[config.mk]
export PLATFORM = sky130hd
export DESIGN_NAME = uart_tx_arbiter_flat
export DESIGN_NICKNAME = d
export VERILOG_FILES = /design/src/rtl/uart_tx_arbiter_if.sv /design/src/rtl/uart_tx_arbiter.sv /design/src/flat_wrapper.sv
export SDC_FILE = /design/constraint.sdc
export NUM_CORES = 1
export LEC_CHECK = 0
export BUFFER_PORTS_ARGS = -buffer_cell sky130_fd_sc_hd__buf_2
export CAP_MARGIN = 20
export CORE_MARGIN = 5
export CORE_UTILIZATION = 45
export CTS_CLUSTER_SIZE = 10
export DETAILED_ROUTE_END_ITERATION = 8
export PLACE_DENSITY = 0.73
export SYNTH_ARGS = -nofsm -noshare
export SYNTH_HDL_FRONTEND = slang
export SYNTH_SLANG_ARGS = --single-unit
export TNS_END_PERCENT = 1
[constraint.sdc]
create_clock -name i_clk -period 1.7 [get_ports i_clk]
set_input_delay 0.34 -clock i_clk [delete_from_list [all_inputs] [get_ports i_clk]]
set_output_delay 0.34 -clock i_clk [all_outputs]
set_load 0.01 [all_outputs]
[src/rtl/uart_tx_arbiter_if.sv]
// Byte-channel bundle between the requesters, the arbiter and uart_tx.
// The slave modport is the arbiter's view. The master modport is the
// environment's view: the requesters plus the uart_tx sink.
interface uart_tx_arbiter_if #(
  parameter int P_REQ_NUM         = 4,
  parameter int P_UART_DATA_WIDTH = 8
);
  logic [P_REQ_NUM-1:0]                   i_req_valid;
  logic [P_REQ_NUM*P_UART_DATA_WIDTH-1:0] i_req_data;
  logic [P_REQ_NUM-1:0]                   i_req_last;
  logic [P_REQ_NUM-1:0]                   o_req_ready;
  logic [P_UART_DATA_WIDTH-1:0]           o_tx_data;
  logic                                   o_tx_valid;
  logic                                   i_tx_ready;
  logic [P_REQ_NUM-1:0]                   o_grant;
  logic                                   o_timeout;

  modport slave (
    input  i_req_valid, i_req_data, i_req_last, i_tx_ready,
    output o_req_ready, o_tx_data, o_tx_valid, o_grant, o_timeout
  );

  modport master (
    output i_req_valid, i_req_data, i_req_last, i_tx_ready,
    input  o_req_ready, o_tx_data, o_tx_valid, o_grant, o_timeout
  );
endinterface

[src/rtl/uart_tx_arbiter.sv]
// Round-robin arbiter sharing one uart_tx byte channel among P_REQ_NUM
// requesters. A grant is held for a whole packet, which ends on a byte
// flagged last. If the owner goes idle for too long mid-packet, the grant
// is force-released. A one-entry registered output stage feeds uart_tx
// and sustains one byte per cycle when uart_tx is always ready.
module uart_tx_arbiter #(
  parameter int P_REQ_NUM         = 4,
  parameter int P_UART_DATA_WIDTH = 8,
  parameter int P_TIMEOUT         = 255
) (
  input  logic          i_clk,
  input  logic          i_rst,
  uart_tx_arbiter_if.slave bus
);

  localparam int IW = (P_REQ_NUM > 1) ? $clog2(P_REQ_NUM) : 1;
  localparam int W  = P_UART_DATA_WIDTH;
  localparam int CW = 16;

  typedef enum logic {S_ARB, S_BUSY} state_t;

  state_t               state;
  logic [IW-1:0]        ptr;
  logic [IW-1:0]        owner;
  logic [P_REQ_NUM-1:0] grant;
  logic [W-1:0]         tx_data;
  logic                 tx_valid;
  logic                 timeout;
  logic [CW-1:0]        idle_cnt;

  logic [IW-1:0]        sel;
  logic                 sel_found;
  logic                 owner_valid;
  logic                 owner_last;
  logic [W-1:0]         owner_data;
  logic                 owner_ready;
  logic                 xfer;
  logic [P_REQ_NUM-1:0] ready;

  // Successor of a requester index, wrapping modulo P_REQ_NUM.
  function automatic logic [IW-1:0] next_idx(input logic [IW-1:0] i);
    if (int'(i) == P_REQ_NUM - 1) return '0;
    return i + 1'b1;
  endfunction

  // Pick the first valid requester at or above the pointer, with wrap-around.
  always_comb begin
    // NOTE: every variable written here gets a default first, so no path
    // leaves it unassigned and no latch is inferred.
    int idx;
    sel       = '0;
    sel_found = 1'b0;
    idx       = 0;
    // Scan from the farthest offset down so that the nearest hit wins.
    for (int i = P_REQ_NUM - 1; i >= 0; i--) begin
      idx = int'(ptr) + i;
      if (idx >= P_REQ_NUM) idx = idx - P_REQ_NUM;
      if (bus.i_req_valid[idx]) begin
        sel       = IW'(idx);
        sel_found = 1'b1;
      end
    end
  end

  // Owner-side handshake. Ready is combinational, so a stalled output stage
  // blocks the owner within the same cycle.
  always_comb begin
    owner_valid = bus.i_req_valid[owner];
    owner_last  = bus.i_req_last[owner];
    owner_data  = bus.i_req_data[owner*W +: W];
    owner_ready = (state == S_BUSY) && (!tx_valid || bus.i_tx_ready);
    xfer        = owner_ready && owner_valid;
    ready       = '0;
    if (owner_ready) ready[owner] = 1'b1;
  end

  // Arbitration FSM, idle watchdog and output stage, all registered.
  always_ff @(posedge i_clk or posedge i_rst) begin
    if (i_rst) begin
      state    <= S_ARB;
      ptr      <= '0;
      owner    <= '0;
      grant    <= '0;
      tx_data  <= '0;
      tx_valid <= 1'b0;
      timeout  <= 1'b0;
      idle_cnt <= '0;
    end else begin
      // NOTE: all sequential state uses non-blocking assignments, so every
      // register here sees the values from before this clock edge.
      timeout <= 1'b0;

      // The output stage drains in any state, so arbitration never waits for it.
      if (xfer) begin
        tx_data  <= owner_data;
        tx_valid <= 1'b1;
      end else if (bus.i_tx_ready) begin
        tx_valid <= 1'b0;
      end

      case (state)
        S_ARB: begin
          if (sel_found) begin
            owner    <= sel;
            grant    <= {{(P_REQ_NUM-1){1'b0}}, 1'b1} << sel;
            idle_cnt <= '0;
            state    <= S_BUSY;
          end
        end
        S_BUSY: begin
          if (xfer) begin
            idle_cnt <= '0;
            if (owner_last) begin
              ptr   <= next_idx(owner);
              grant <= '0;
              state <= S_ARB;
            end
          end else if (!owner_valid) begin
            // Only a missing owner byte counts as idle; back-pressure does not.
            if (idle_cnt == CW'(P_TIMEOUT - 1)) begin
              timeout  <= 1'b1;
              idle_cnt <= '0;
              ptr      <= next_idx(owner);
              grant    <= '0;
              state    <= S_ARB;
            end else begin
              idle_cnt <= idle_cnt + 1'b1;
            end
          end
        end
        default: state <= S_ARB;
      endcase
    end
  end

  assign bus.o_req_ready = ready;
  assign bus.o_tx_data   = tx_data;
  assign bus.o_tx_valid  = tx_valid;
  assign bus.o_grant     = grant;
  assign bus.o_timeout   = timeout;

endmodule

[src/flat_wrapper.sv]
// flat-port wrapper written by rule: the top's interface ports become plain ports
module uart_tx_arbiter_flat 
#(
  parameter int P_REQ_NUM         = 4,
  parameter int P_UART_DATA_WIDTH = 8,
  parameter int P_TIMEOUT         = 255
)
  (i_clk, i_rst, bus_i_req_valid, bus_i_req_data, bus_i_req_last, bus_i_tx_ready, bus_o_req_ready, bus_o_tx_data, bus_o_tx_valid, bus_o_grant, bus_o_timeout);
  uart_tx_arbiter_if #(.P_REQ_NUM(P_REQ_NUM), .P_UART_DATA_WIDTH(P_UART_DATA_WIDTH)) bus_i ();
  input  logic i_clk;
  input  logic i_rst;
  input wire logic [$bits(bus_i.i_req_valid)-1:0] bus_i_req_valid;
  input wire logic [$bits(bus_i.i_req_data)-1:0] bus_i_req_data;
  input wire logic [$bits(bus_i.i_req_last)-1:0] bus_i_req_last;
  input wire logic [$bits(bus_i.i_tx_ready)-1:0] bus_i_tx_ready;
  output wire logic [$bits(bus_i.o_req_ready)-1:0] bus_o_req_ready;
  output wire logic [$bits(bus_i.o_tx_data)-1:0] bus_o_tx_data;
  output wire logic [$bits(bus_i.o_tx_valid)-1:0] bus_o_tx_valid;
  output wire logic [$bits(bus_i.o_grant)-1:0] bus_o_grant;
  output wire logic [$bits(bus_i.o_timeout)-1:0] bus_o_timeout;
  assign bus_i.i_req_valid = bus_i_req_valid;
  assign bus_i.i_req_data = bus_i_req_data;
  assign bus_i.i_req_last = bus_i_req_last;
  assign bus_i.i_tx_ready = bus_i_tx_ready;
  assign bus_o_req_ready = bus_i.o_req_ready;
  assign bus_o_tx_data = bus_i.o_tx_data;
  assign bus_o_tx_valid = bus_i.o_tx_valid;
  assign bus_o_grant = bus_i.o_grant;
  assign bus_o_timeout = bus_i.o_timeout;
  uart_tx_arbiter #(.P_REQ_NUM(P_REQ_NUM), .P_UART_DATA_WIDTH(P_UART_DATA_WIDTH), .P_TIMEOUT(P_TIMEOUT)) u_core (.i_clk(i_clk), .i_rst(i_rst), .bus(bus_i));
endmodule
======== Yosys cells after proc, flatten, opt, wreduce, memory -nomap -nowiden ========
Index checks and enable logic that the tools add are counted.
cells by class
  $add $sub $neg .......................... 9
  order comparisons ....................... 10
  equality and inequality tests ........... 8
  shift-type cells ........................ 2
  multiplexer cells ....................... 69
  bitwise logic cells ..................... 1
  reductions and logical operators ........ 11
operators by type and width
  kind                                                                count
  < comparator 32 x 4 -> 1 bit, second input constant                 4
  two-way mux 32 bit                                                  4
  greater-or-equal comparator 32 x 4 -> 1 bit, second input constant  3
  subtractor 32 x 4 -> 32 bit, second input constant                  3
  two-way mux 16 bit                                                  4
  two-way mux 1 bit                                                   34
  one-hot mux 16 bit (2 select lines)                                 1
  indexed part select 32 x 6 -> 8 bit                                 1
  two-way mux 4 bit                                                   6
  two-way mux 2 bit                                                   11
  adder 16 x 1 -> 16 bit, second input constant                       1
  == test 16 x 8 -> 1 bit, second input constant                      1
  binary-select mux 1 bit (select 2 bit)                              6
  inequality test 3 bit, second input constant                        3
  one-hot mux 4 bit (2 select lines)                                  1
  AND reduction 4 bit                                                 2
  adder 2 x 2 -> 3 bit, second input constant                         2
  inequality test 2 x 1 -> 1 bit, second input constant               2
  AND reduction 2 bit                                                 2
  nonzero test 2 bit                                                  2
  left shift 1 x 2 -> 4 bit, first input constant                     1
  subtractor 2 x 3 -> 4 bit, second input constant                    1
  adder 2 x 1 -> 3 bit, second input constant                         1
  greater-or-equal comparator 2 x 3 -> 1 bit, second input constant   1
  11 further kinds                                                    13
word-level totals
  register bits after elaboration ......... 35
  output and inout port bits .............. 18
  word-level logic and storage cells ...... 118

======== Depth between registers and ports, before layout ========
Gate-level depths: netlist of the first run.
  depth in word-level cells ............... 13
  gate-level depth with buffers ........... 7
  depth with buffers taken out ............ 6

======== Least setup slack after synthesis of the first run ========
Ideal clock, no wire load.
  path type ............................... reg-to-reg
  start ................................... reg u_core.idle_cnt[0]
  end ..................................... reg u_core.ptr[0]
  library setup time ...................... 125 ps
  data arrival time ....................... 1744 ps
  slack ................................... -169 ps
  cell stages (with the launch flop) ...... 7
  buffers on the path ..................... 0
  period minus slack after synthesis ...... 1869 ps
  cells stage by stage .................... dfrtp_1 inv_1 ha_1 nor4b_2 nand4_2 o21ai_2 mux2_2
between the ends
  longest elaborated chain between the ends .. 3
RTL lines
  element                        RTL line                text
  start: declaration             uart_tx_arbiter.sv:29   logic [CW-1:0] idle_cnt;
  start signal: assignment       uart_tx_arbiter.sv:127  idle_cnt <= idle_cnt + 1'b1;
  == test 16 x 8 -> 1 bit        uart_tx_arbiter.sv:120  if (idle_cnt == CW'(P_TIMEOUT - 1)) begin
  nonzero test 2 bit (no line)   n/a
  AND reduction 4 bit (no line)  n/a
  end signal: assignment         uart_tx_arbiter.sv:114  ptr <= next_idx(owner);
  end signal: assignment         uart_tx_arbiter.sv:123  ptr <= next_idx(owner);
  end: declaration               uart_tx_arbiter.sv:23   logic [IW-1:0] ptr;
Every way passes these cells.
A chain may end at the register's enable or synchronous reset.

======== Worst setup path in the final report of the first run ========
  start ................................... reg u_core.owner[1]
  end ..................................... reg u_core.ptr[1]
between the ends
  longest elaborated chain between the ends .. 10
  elaborated cells on any way between the ends .. 25
RTL lines
  element                   RTL line                text
  start: declaration        uart_tx_arbiter.sv:24   logic [IW-1:0] owner;
  start signal: assignment  uart_tx_arbiter.sv:104  owner <= sel;
  == test 2 x 1 -> 1 bit    uart_tx_arbiter.sv:42   if (int'(i) == P_REQ_NUM - 1) return '0;
  two-way mux 1 bit         uart_tx_arbiter.sv:42
  two-way mux 1 bit         uart_tx_arbiter.sv:120
  two-way mux 1 bit         uart_tx_arbiter.sv:118  end else if (!owner_valid) begin
  two-way mux 1 bit         uart_tx_arbiter.sv:111  if (xfer) begin
  two-way mux 1 bit         uart_tx_arbiter.sv:101  case (state)
  two-way mux 2 bit         uart_tx_arbiter.sv:43   return i + 1'b1;
  two-way mux 2 bit         uart_tx_arbiter.sv:120
  two-way mux 2 bit         uart_tx_arbiter.sv:118
  two-way mux 2 bit         uart_tx_arbiter.sv:111
Parallel ways exist; a longest one is shown, timed or not. The select of a mux whose other input is x is not followed.

==> flow_summary.ini, run 1 <==
[synthesis]
async_reset_ff_share_pct = 100
synthCells = 223
ys.flop_type = dfrtp_1
synth_top_area_share_pct = 38.0
syn-cell-area_sq_um = 2300
synth_area_leaders = dfrtp_1 (38%), mux4_2 (9.8%), mux2_2 (4.9%)
synth_edf_count = 0
avgSynthCellArea_sq_um = 10.3
syn-num-nets = 272
ys_warn_count = 0
synth.distinct_cells = 51
synth_top_area_cell = dfrtp_1
ys_ff_latch = 35
seq_area_frac_synth_pct = 38.0

[power_and_ir_drop]
power_density_nw_per_um2 = 1350
power_leakage_nw = 1.40
ir_drop_v = 0.000957
finalPower_w = 0.00423

[placement]
preCtsSetupSlack_ns = -0.152
io_buffers = 60
dp.cells = 382
dpl_cell_area_sq_um = 2970
gp_congestion = 0.860
dpl.hpwl_um = 4560

[layout]
final_common_cell = buf_2
antenna_cells = 0
multi_input_area_sq_um = 1380
final_net_count = 368
nFillCells = 409
area_delta_synth_final_pct = 36.5
fin_area_sq_um = 3140
stdcell_count = 390
mostFrequentLayoutCells = buf_2 (60), buf_4 (38), dfrtp_1 (35)
final-seq-area_sq_um = 876
drive_gt1_share_pct = 50.3

[clocking]
clock_latency_ns = 0.30
cts_buffer_depth = 2
cts.sinks = 35
path_clk_slew_ns = 0.08
cts_tree = built
htreeDepth = 2
cts_buffers = 5
postCtsHoldBufs = 0
clockRootBuffer = clkbuf_8

[timing]
hold_ws_ns = 0.124
relSlewSlack_pct = 67.3
tightest_slew_ns = 0.485
fin_ws_ns = -0.107
max_freq_ghz = 0.553
finalClockSkew_ns = 0.00761
rsz0062_at_grt = yes
setup_violations = 32
fin_crit_ns = 1.81
slew_viol_final = 0
finalCritPeriodShare_pct = 106
hold_viol = 0

[critical_path]
cp_max_fo = 7
r2r_slack_ns = -0.11
crit_type = reg -> reg
critPathArrivalTime_ns = 2.00
worstPathRequired_ns = 1.89
slowest_delay_ns = 0.62
cp-start-kind = flop
cp-end-kind = flop
r2r-start = u_core.owner[1]
timing.critical_path.slowest_stage_cell = mux4_2
reg2reg_depth = 4
cp_cell_sequence = mux4_2, nand2b_4, o21ai_4, mux2_2
regToRegEndpoint = u_core.ptr[1]

[grt]
grt.total_usage_pct = 20.2
gr-total-overflow = 0
grt_pass1_wl_um = 10500
grt_max_degree = 36
grt_pass1_vias = 2358
antenna_found_initial = 0

[floorplanning]
dieArea_sq_um = 6650
initial_core_util_pct = 45.7
io_pins = 61
die_w_um = 81.5
row_count = 26
fp.dieH_um = 81.5
placeableCoreArea_sq_um = 5040

[drt]
wl_per_cell_um = 15.4
drtIter0Drc = 154
firstDrtPassIters = 5
via_count = 2224
routed_via_density = 5.70
ant_nets = 0
drc = 0
drt-total-wl_um = 6020

[run]
maxCapViolCount = 0

[status]
status = finished with violations
violations = setup timing

[worst_hold_path]
min_path_type = in -> async
-- Yosys cell counts (2+ instances only) --
cell,number
dfrtp_1,35
inv_1,14
nand3_1,14
nand2_1,13
o211ai_1,11
mux2_2,10
mux4_2,10
o21ai_1,9
buf_2,8
nor2_1,8
nand4_1,7
ha_1,6
nand2b_1,6
o2111ai_1,6
o21ai_0,6
and3_1,5
nor3_1,5
a31oi_1,4
nor4_1,4
o221ai_1,4
o22ai_1,3
a21oi_1,2
and4_1,2
buf_6,2
clkbuf_1,2
nand4_2,2
-- stage by stage --
step	TNS, ns	util (%)
2_1_floorplan	-0.565	-
3_3_place_gp	-1.19	58.8
3_5_place_dp	-2.00	58.8
4_1_cts	-2.00	61.8
5_1_grt	-4.20	62.4
6_report	-1.85	62.4
-- how the worst max path moves through the flow --
| stage | from | end | slack, ns | cells after the start |
|---|---|---|---|---|
| after floorplan | u_core.idle_cnt[0] | u_core.ptr[0] | -0.09 | 6 |
| after global placement | bus_i_req_valid[3] | u_core.ptr[0] | -0.1 | 5 |
| after detailed placement | bus_i_req_valid[3] | u_core.ptr[0] | -0.15 | 5 |
| after CTS | u_core.owner[1] | u_core.ptr[1] | -0.12 | 4 |
| after global routing | u_core.owner[1] | u_core.ptr[1] | -0.17 | 4 |
| final | u_core.owner[1] | u_core.ptr[1] | -0.11 | 4 |
-- kinds of logic (layout without fill, tap and decap cells) --
kind of cell	Yosys count	after routing	share of synthesized area [%]
buf+inv	28	125	5.81
fa+ha+maj	6	6	3.26
compound gates	54	54	17.3
mux	21	21	15.1
flops	35	35	38.0
simple gates	79	79	20.5
-- routing by layer --
metal | wire length (um) | up-vias | track usage (%)
li1 | - | 1062 | -
met1 | 2410 | 1043 | 24.2
met2 | 2990 | 103 | 33.1
met3 | 483 | 16 | 6.47
met4 | 132 | 0 | 8.95
met5 | 0 | - | 0
-- registers in the layout, summed over array words and instances, names as in the netlist --
signal                 count
u_core.bus.o_tx_data       8
u_core.bus.o_tx_valid      1
u_core.bus.o_grant         4
u_core.idle_cnt           16
u_core.owner               2
u_core.bus.o_timeout       1
u_core.ptr                 2
u_core.state               1
-- power breakdown --
| group | total (W) | switching [W] | internal [W] |
|---|---|---|---|
| Sequential | 0.00125 | 0.000185 | 0.00107 |
| Combinational | 0.00236 | 0.00115 | 0.00120 |
| Clock | 0.000620 | 0.000334 | 0.000285 |
-- timing repair --
item / in CTS / in global routing
pin swaps: 2 / 2
setup endpoints to repair: 34 / 34
buffers inserted: 0 / 1
gates resized for setup: 21 / 7
-- worst max-delay path, delay by kind of cell, from the launching register on --
family	cells	cell delay, ns
simple gates	1	0.20
compound gates	1	0.15
flops	1	0.39
mux	2	0.97
-- area by class of cell --
| type | count | area share (%) |
|---|---|---|
| clock buffers | 5 | 2.19 |
| clock inverters | 3 | 0.637 |
| inverters | 14 | 1.83 |
| multi-input cells | 160 | 43.7 |
| flip-flops and latches | 35 | 27.9 |
| well taps | 70 | 2.79 |
| repair buffers | 103 | 21.0 |
(Power assumes the default switching activity.)
==> run 2: changes to the inputs <==
Settings changed: PLACE_DENSITY 0.73 to 0.71.
==> flow_summary.ini, run 2 (synthesis results as in run 1) <==
[status]
status = finished with violations
violations = setup timing

[drt]
wl_per_cell_um = 15.7
drc = 0
drtIter0Drc = 84
firstDrtPassIters = 4
ant_nets = 0
drt-total-wl_um = 6080
routed_via_density = 5.61
via_count = 2178

[placement]
dpl.hpwl_um = 4590
dp.cells = 378
gp_congestion = 0.801
io_buffers = 60
dpl_cell_area_sq_um = 2920
preCtsSetupSlack_ns = -0.155

[clocking]
path_clk_slew_ns = 0.08
clock_latency_ns = 0.29
htreeDepth = 2
cts_buffer_depth = 2
cts_tree = built
cts.sinks = 35
cts_buffers = 5
clockRootBuffer = clkbuf_8

[critical_path]
cp-start-kind = flop
r2r_slack_ns = -0.11
cp-end-kind = flop
worstPathRequired_ns = 1.87
cp_max_fo = 7
critPathArrivalTime_ns = 1.98
crit_type = reg -> reg

[floorplanning]
die_w_um = 81.5
row_count = 26
dieArea_sq_um = 6650
initial_core_util_pct = 45.7
fp.dieH_um = 81.5
placeableCoreArea_sq_um = 5040
io_pins = 61

[power_and_ir_drop]
power_density_nw_per_um2 = 1400
p_int_w = 0.00275
switching_share_pct = 38.4
clockPowerShare_pct = 17.0
ir_drop_v = 0.000982
switchingPower_w = 0.00171
pwr-share-seq_pct = 28.0
comb_power_share_pct = 55.0
power_leakage_nw = 1.39

[worst_hold_path]
min_path_type = in -> async

[grt]
gr-total-overflow = 0
grt_pass1_vias = 2286
grt_max_degree = 36
grt_pass1_wl_um = 10400
antenna_found_initial = 0
grt.total_usage_pct = 20.1

[timing]
hold_viol = 0
relSlewSlack_pct = 68.4
rsz0062_at_grt = yes
max_freq_ghz = 0.552
fin_tns_setup_ns = -1.80
finalCritPeriodShare_pct = 107
fin_crit_ns = 1.81
tightest_slew_ns = 0.469
finalClockSkew_ns = 0.00824
setup_violations = 29
slew_viol_final = 0
fin_ws_ns = -0.113

[layout]
final_common_cell = buf_2
largest_reg_flops = 16
antenna_cells = 0
stdcell_count = 388
final_net_count = 366
regMostFlops = u_core.idle_cnt
drive_gt1_share_pct = 50.0
area_delta_synth_final_pct = 38.4
mostFrequentLayoutCells = buf_2 (60), buf_4 (36), dfrtp_1 (34)
fin_area_sq_um = 3190

[run]
maxCapViolCount = 0
## run 2: worst max-delay path, cell delays in order, from the launching register on
cell and delay [ns]:
dfrtp_1 0.38, mux4_2 0.61, and4b_4 0.30, buf_6 0.15, o21ai_2 0.14, o41ai_2 0.10
## run 2: cell type report
type,count,area (sq um)
Clock buffer,5,68.8
Clock inverter,3,43.8
Fill cell,415,1850
Inverter,14,60.1
Multi-Input combinational cell,160,1410
Sequential cell,35,877
Tap cell,70,87.6
Timing Repair Buffer,101,644
## run 2: final timing paths
kind                                         startpoint                 endpoint  cells past startpoint
max in group asynchronous                         i_rst          u_core.owner[0]                      3
min in group i_clk                   bus_i_req_data[17]  u_core.bus.o_tx_data[1]                      3
worst max-delay path                    u_core.owner[1]       u_core.idle_cnt[1]                      5
worst max register to register          u_core.owner[1]       u_core.idle_cnt[1]                      5
worst min-delay path                              i_rst  u_core.bus.o_tx_data[0]                      3
worst min register to register  u_core.bus.o_tx_data[1]  u_core.bus.o_tx_data[1]                      1
## run 2: routing by layer
metal	routed length [um]	vias to the layer above	GRT usage, %
met4	94	0	5.74
met2	3160	60	36.0
li1	-	1058	-
met5	0	-	0
met3	327	11	4.17
met1	2500	1049	24.3
## run 2: through the flow
stage	total power, W	hold slack [ns]	utilization (%)
floorplan	0.00262	0.494	-
global placement	0.00340	0.465	58.0
detailed placement	0.00345	0.468	58.0
CTS	0.00440	0.146	62.1
global route	0.00478	0.193	63.2
finish	0.00447	0.136	63.2
## run 2: power by group through the flow
| stage | clock [W] | sequential [W] | combinational [W] |
|---|---|---|---|
| after floorplan | 0 | 0.00133 | 0.00129 |
| after global placement | 0 | 0.00125 | 0.00215 |
| after detailed placement | 0 | 0.00126 | 0.00220 |
| after CTS | 0.000779 | 0.00125 | 0.00238 |
| after global routing | 0.000807 | 0.00128 | 0.00269 |
| final | 0.000759 | 0.00125 | 0.00246 |
## run 2: what timing repair did
| item | 4_1_cts | 5_1_grt |
|---|---|---|
| cloned | 0 | 0 |
| resized for setup | 23 | 13 |
| buffers inserted | 1 | 2 |
| hold endpoints to repair | 0 | 0 |
| setup endpoints to repair | 34 | 34 |
| hold buffers | 0 | 0 |
| pin swaps | 5 | 5 |
==> run 3: changes to the inputs <==
Settings changed: REMOVE_ABC_BUFFERS set to 1.
==> flow_summary.ini, run 3 (synthesis results as in run 1) <==
[grt]
gr-total-overflow = 0
grt_max_degree = 36
grt_pass1_vias = 2329
antenna_found_initial = 0
grt.total_usage_pct = 20.5
grt_pass1_wl_um = 10600

[timing]
setup_violations = 28
tightest_slew_ns = 0.595
rsz0062_at_grt = yes
fin_crit_ns = 1.81
relSlewSlack_pct = 59.8
finalCritPeriodShare_pct = 106
finalClockSkew_ns = 0.00781
max_freq_ghz = 0.552
fin_ws_ns = -0.110
slew_viol_final = 0
hold_viol = 0

[floorplanning]
fp.dieH_um = 81.5
io_pins = 61
row_count = 26
die_w_um = 81.5
placeableCoreArea_sq_um = 5040
initial_core_util_pct = 45.7
dieArea_sq_um = 6650

[critical_path]
timing.critical_path.slowest_stage_cell = mux4_2
cp-start-kind = flop
cp-end-kind = flop
r2r-start = u_core.owner[1]
reg2reg_depth = 5
slowest_delay_ns = 0.60
critPathArrivalTime_ns = 1.98
regToRegEndpoint = u_core.idle_cnt[2]
worstPathRequired_ns = 1.87
cp_cell_sequence = mux4_2, and4b_4, buf_6, o21ai_2, o311ai_2
r2r_slack_ns = -0.11
crit_type = reg -> reg
cp_max_fo = 7

[layout]
largest_reg_flops = 16
mostFrequentLayoutCells = buf_2 (60), buf_4 (43), dfrtp_1 (34)
stdcell_count = 399
final_net_count = 377
antenna_cells = 0
nFillCells = 396
regMostFlops = u_core.idle_cnt
final_common_cell = buf_2
drive_gt1_share_pct = 51.7
fin_area_sq_um = 3260
area_delta_synth_final_pct = 41.7

[drt]
wl_per_cell_um = 15.9
drt-total-wl_um = 6330
drtIter0Drc = 288
ant_nets = 0
drc = 0
routed_via_density = 5.73
firstDrtPassIters = 4
via_count = 2288

[placement]
gp_congestion = 0.813
dpl_cell_area_sq_um = 2980
dp.cells = 387
dpl.hpwl_um = 4590
preCtsSetupSlack_ns = -0.131
io_buffers = 60

[clocking]
cts_buffers = 5
postCtsHoldBufs = 0
clockRootBuffer = clkbuf_8
cts.sinks = 35
clock_latency_ns = 0.30
cts_tree = built
cts_buffer_depth = 2
path_clk_slew_ns = 0.08
htreeDepth = 2

[status]
violations = setup timing
status = finished with violations

[power_and_ir_drop]
power_leakage_nw = 1.46
power_density_nw_per_um2 = 1380
ir_drop_v = 0.00112
finalPower_w = 0.00449

[worst_hold_path]
min_path_type = in -> async

[run]
maxCapViolCount = 0
run 3: cell count changes in the layout (fill, tap and decap cells not counted), moves of 2 or more:
| cell | before | now |
|---|---|---|
| buf_4 | 36 | 43 |
| buf_6 | 3 | 8 |
| clkbuf_8 | 5 | 7 |
| mux2_2 | 10 | 8 |
| mux2_4 | 0 | 2 |
run 3: how the worst max path moves through the flow:
stage | start | end | cells after the start
after floorplan | u_core.owner[1] | u_core.idle_cnt[15] | 4
after global placement | bus_i_req_valid[3] | u_core.ptr[1] | 5
after detailed placement | bus_i_req_valid[1] | u_core.ptr[0] | 5
after CTS | u_core.owner[1] | u_core.ptr[0] | 4
after global routing | u_core.owner[1] | u_core.idle_cnt[2] | 5
final | u_core.owner[1] | u_core.idle_cnt[2] | 5
run 3: power breakdown:
group	internal, W	switching (W)
Clock	0.000370	0.000322
Sequential	0.00107	0.000184
Combinational	0.00131	0.00124
run 3: per-stage QoR:
stage                     hold WS, ns  util [%]  setup TNS, ns
after floorplan                 0.494         -          -7.50
after global placement          0.462      59.2         -0.942
after detailed placement        0.465      59.2          -1.88
after CTS                       0.147      63.5          -1.01
after global routing            0.202      64.7          -3.45
final                           0.128      64.7         -0.985
run 3: repair_timing:
item	CTS	global route
hold endpoints to repair	0	0
pin swaps	10	8
endpoints found under the setup margin	32	35
setup buffers	3	1
gates cloned	1	0
resized for setup	28	14
run 3: critical path, delay by kind of cell, from the launching register on:
kind                   cells  cell delay (ns)
flip-flops                 1             0.38
AO/OA/AOI/OAI              2             0.28
AND/OR/NAND/NOR            1             0.27
multiplexers               1             0.60
buffers and inverters      1             0.15
run 3: layout make-up:
type	count	area, sq um	share of cell area, %
Clock buffer	8	100	3.07
Sequential cell	35	877	26.9
Multi-Input combinational cell	160	1410	43.1
Inverter	14	57.6	1.76
Tap cell	70	87.6	2.68
Timing Repair Buffer	112	733	22.5
run 3: layer usage:
layer  share of wire, %  wire, um  vias up  GRT usage (%)
li1                   -         -     1072              -
met1                 41      2580     1080           25.5
met2                 48      3030      118           33.6
met3                8.4       531       18           5.26
met4                2.9       181        0           8.95
met5                  0         0        -              0
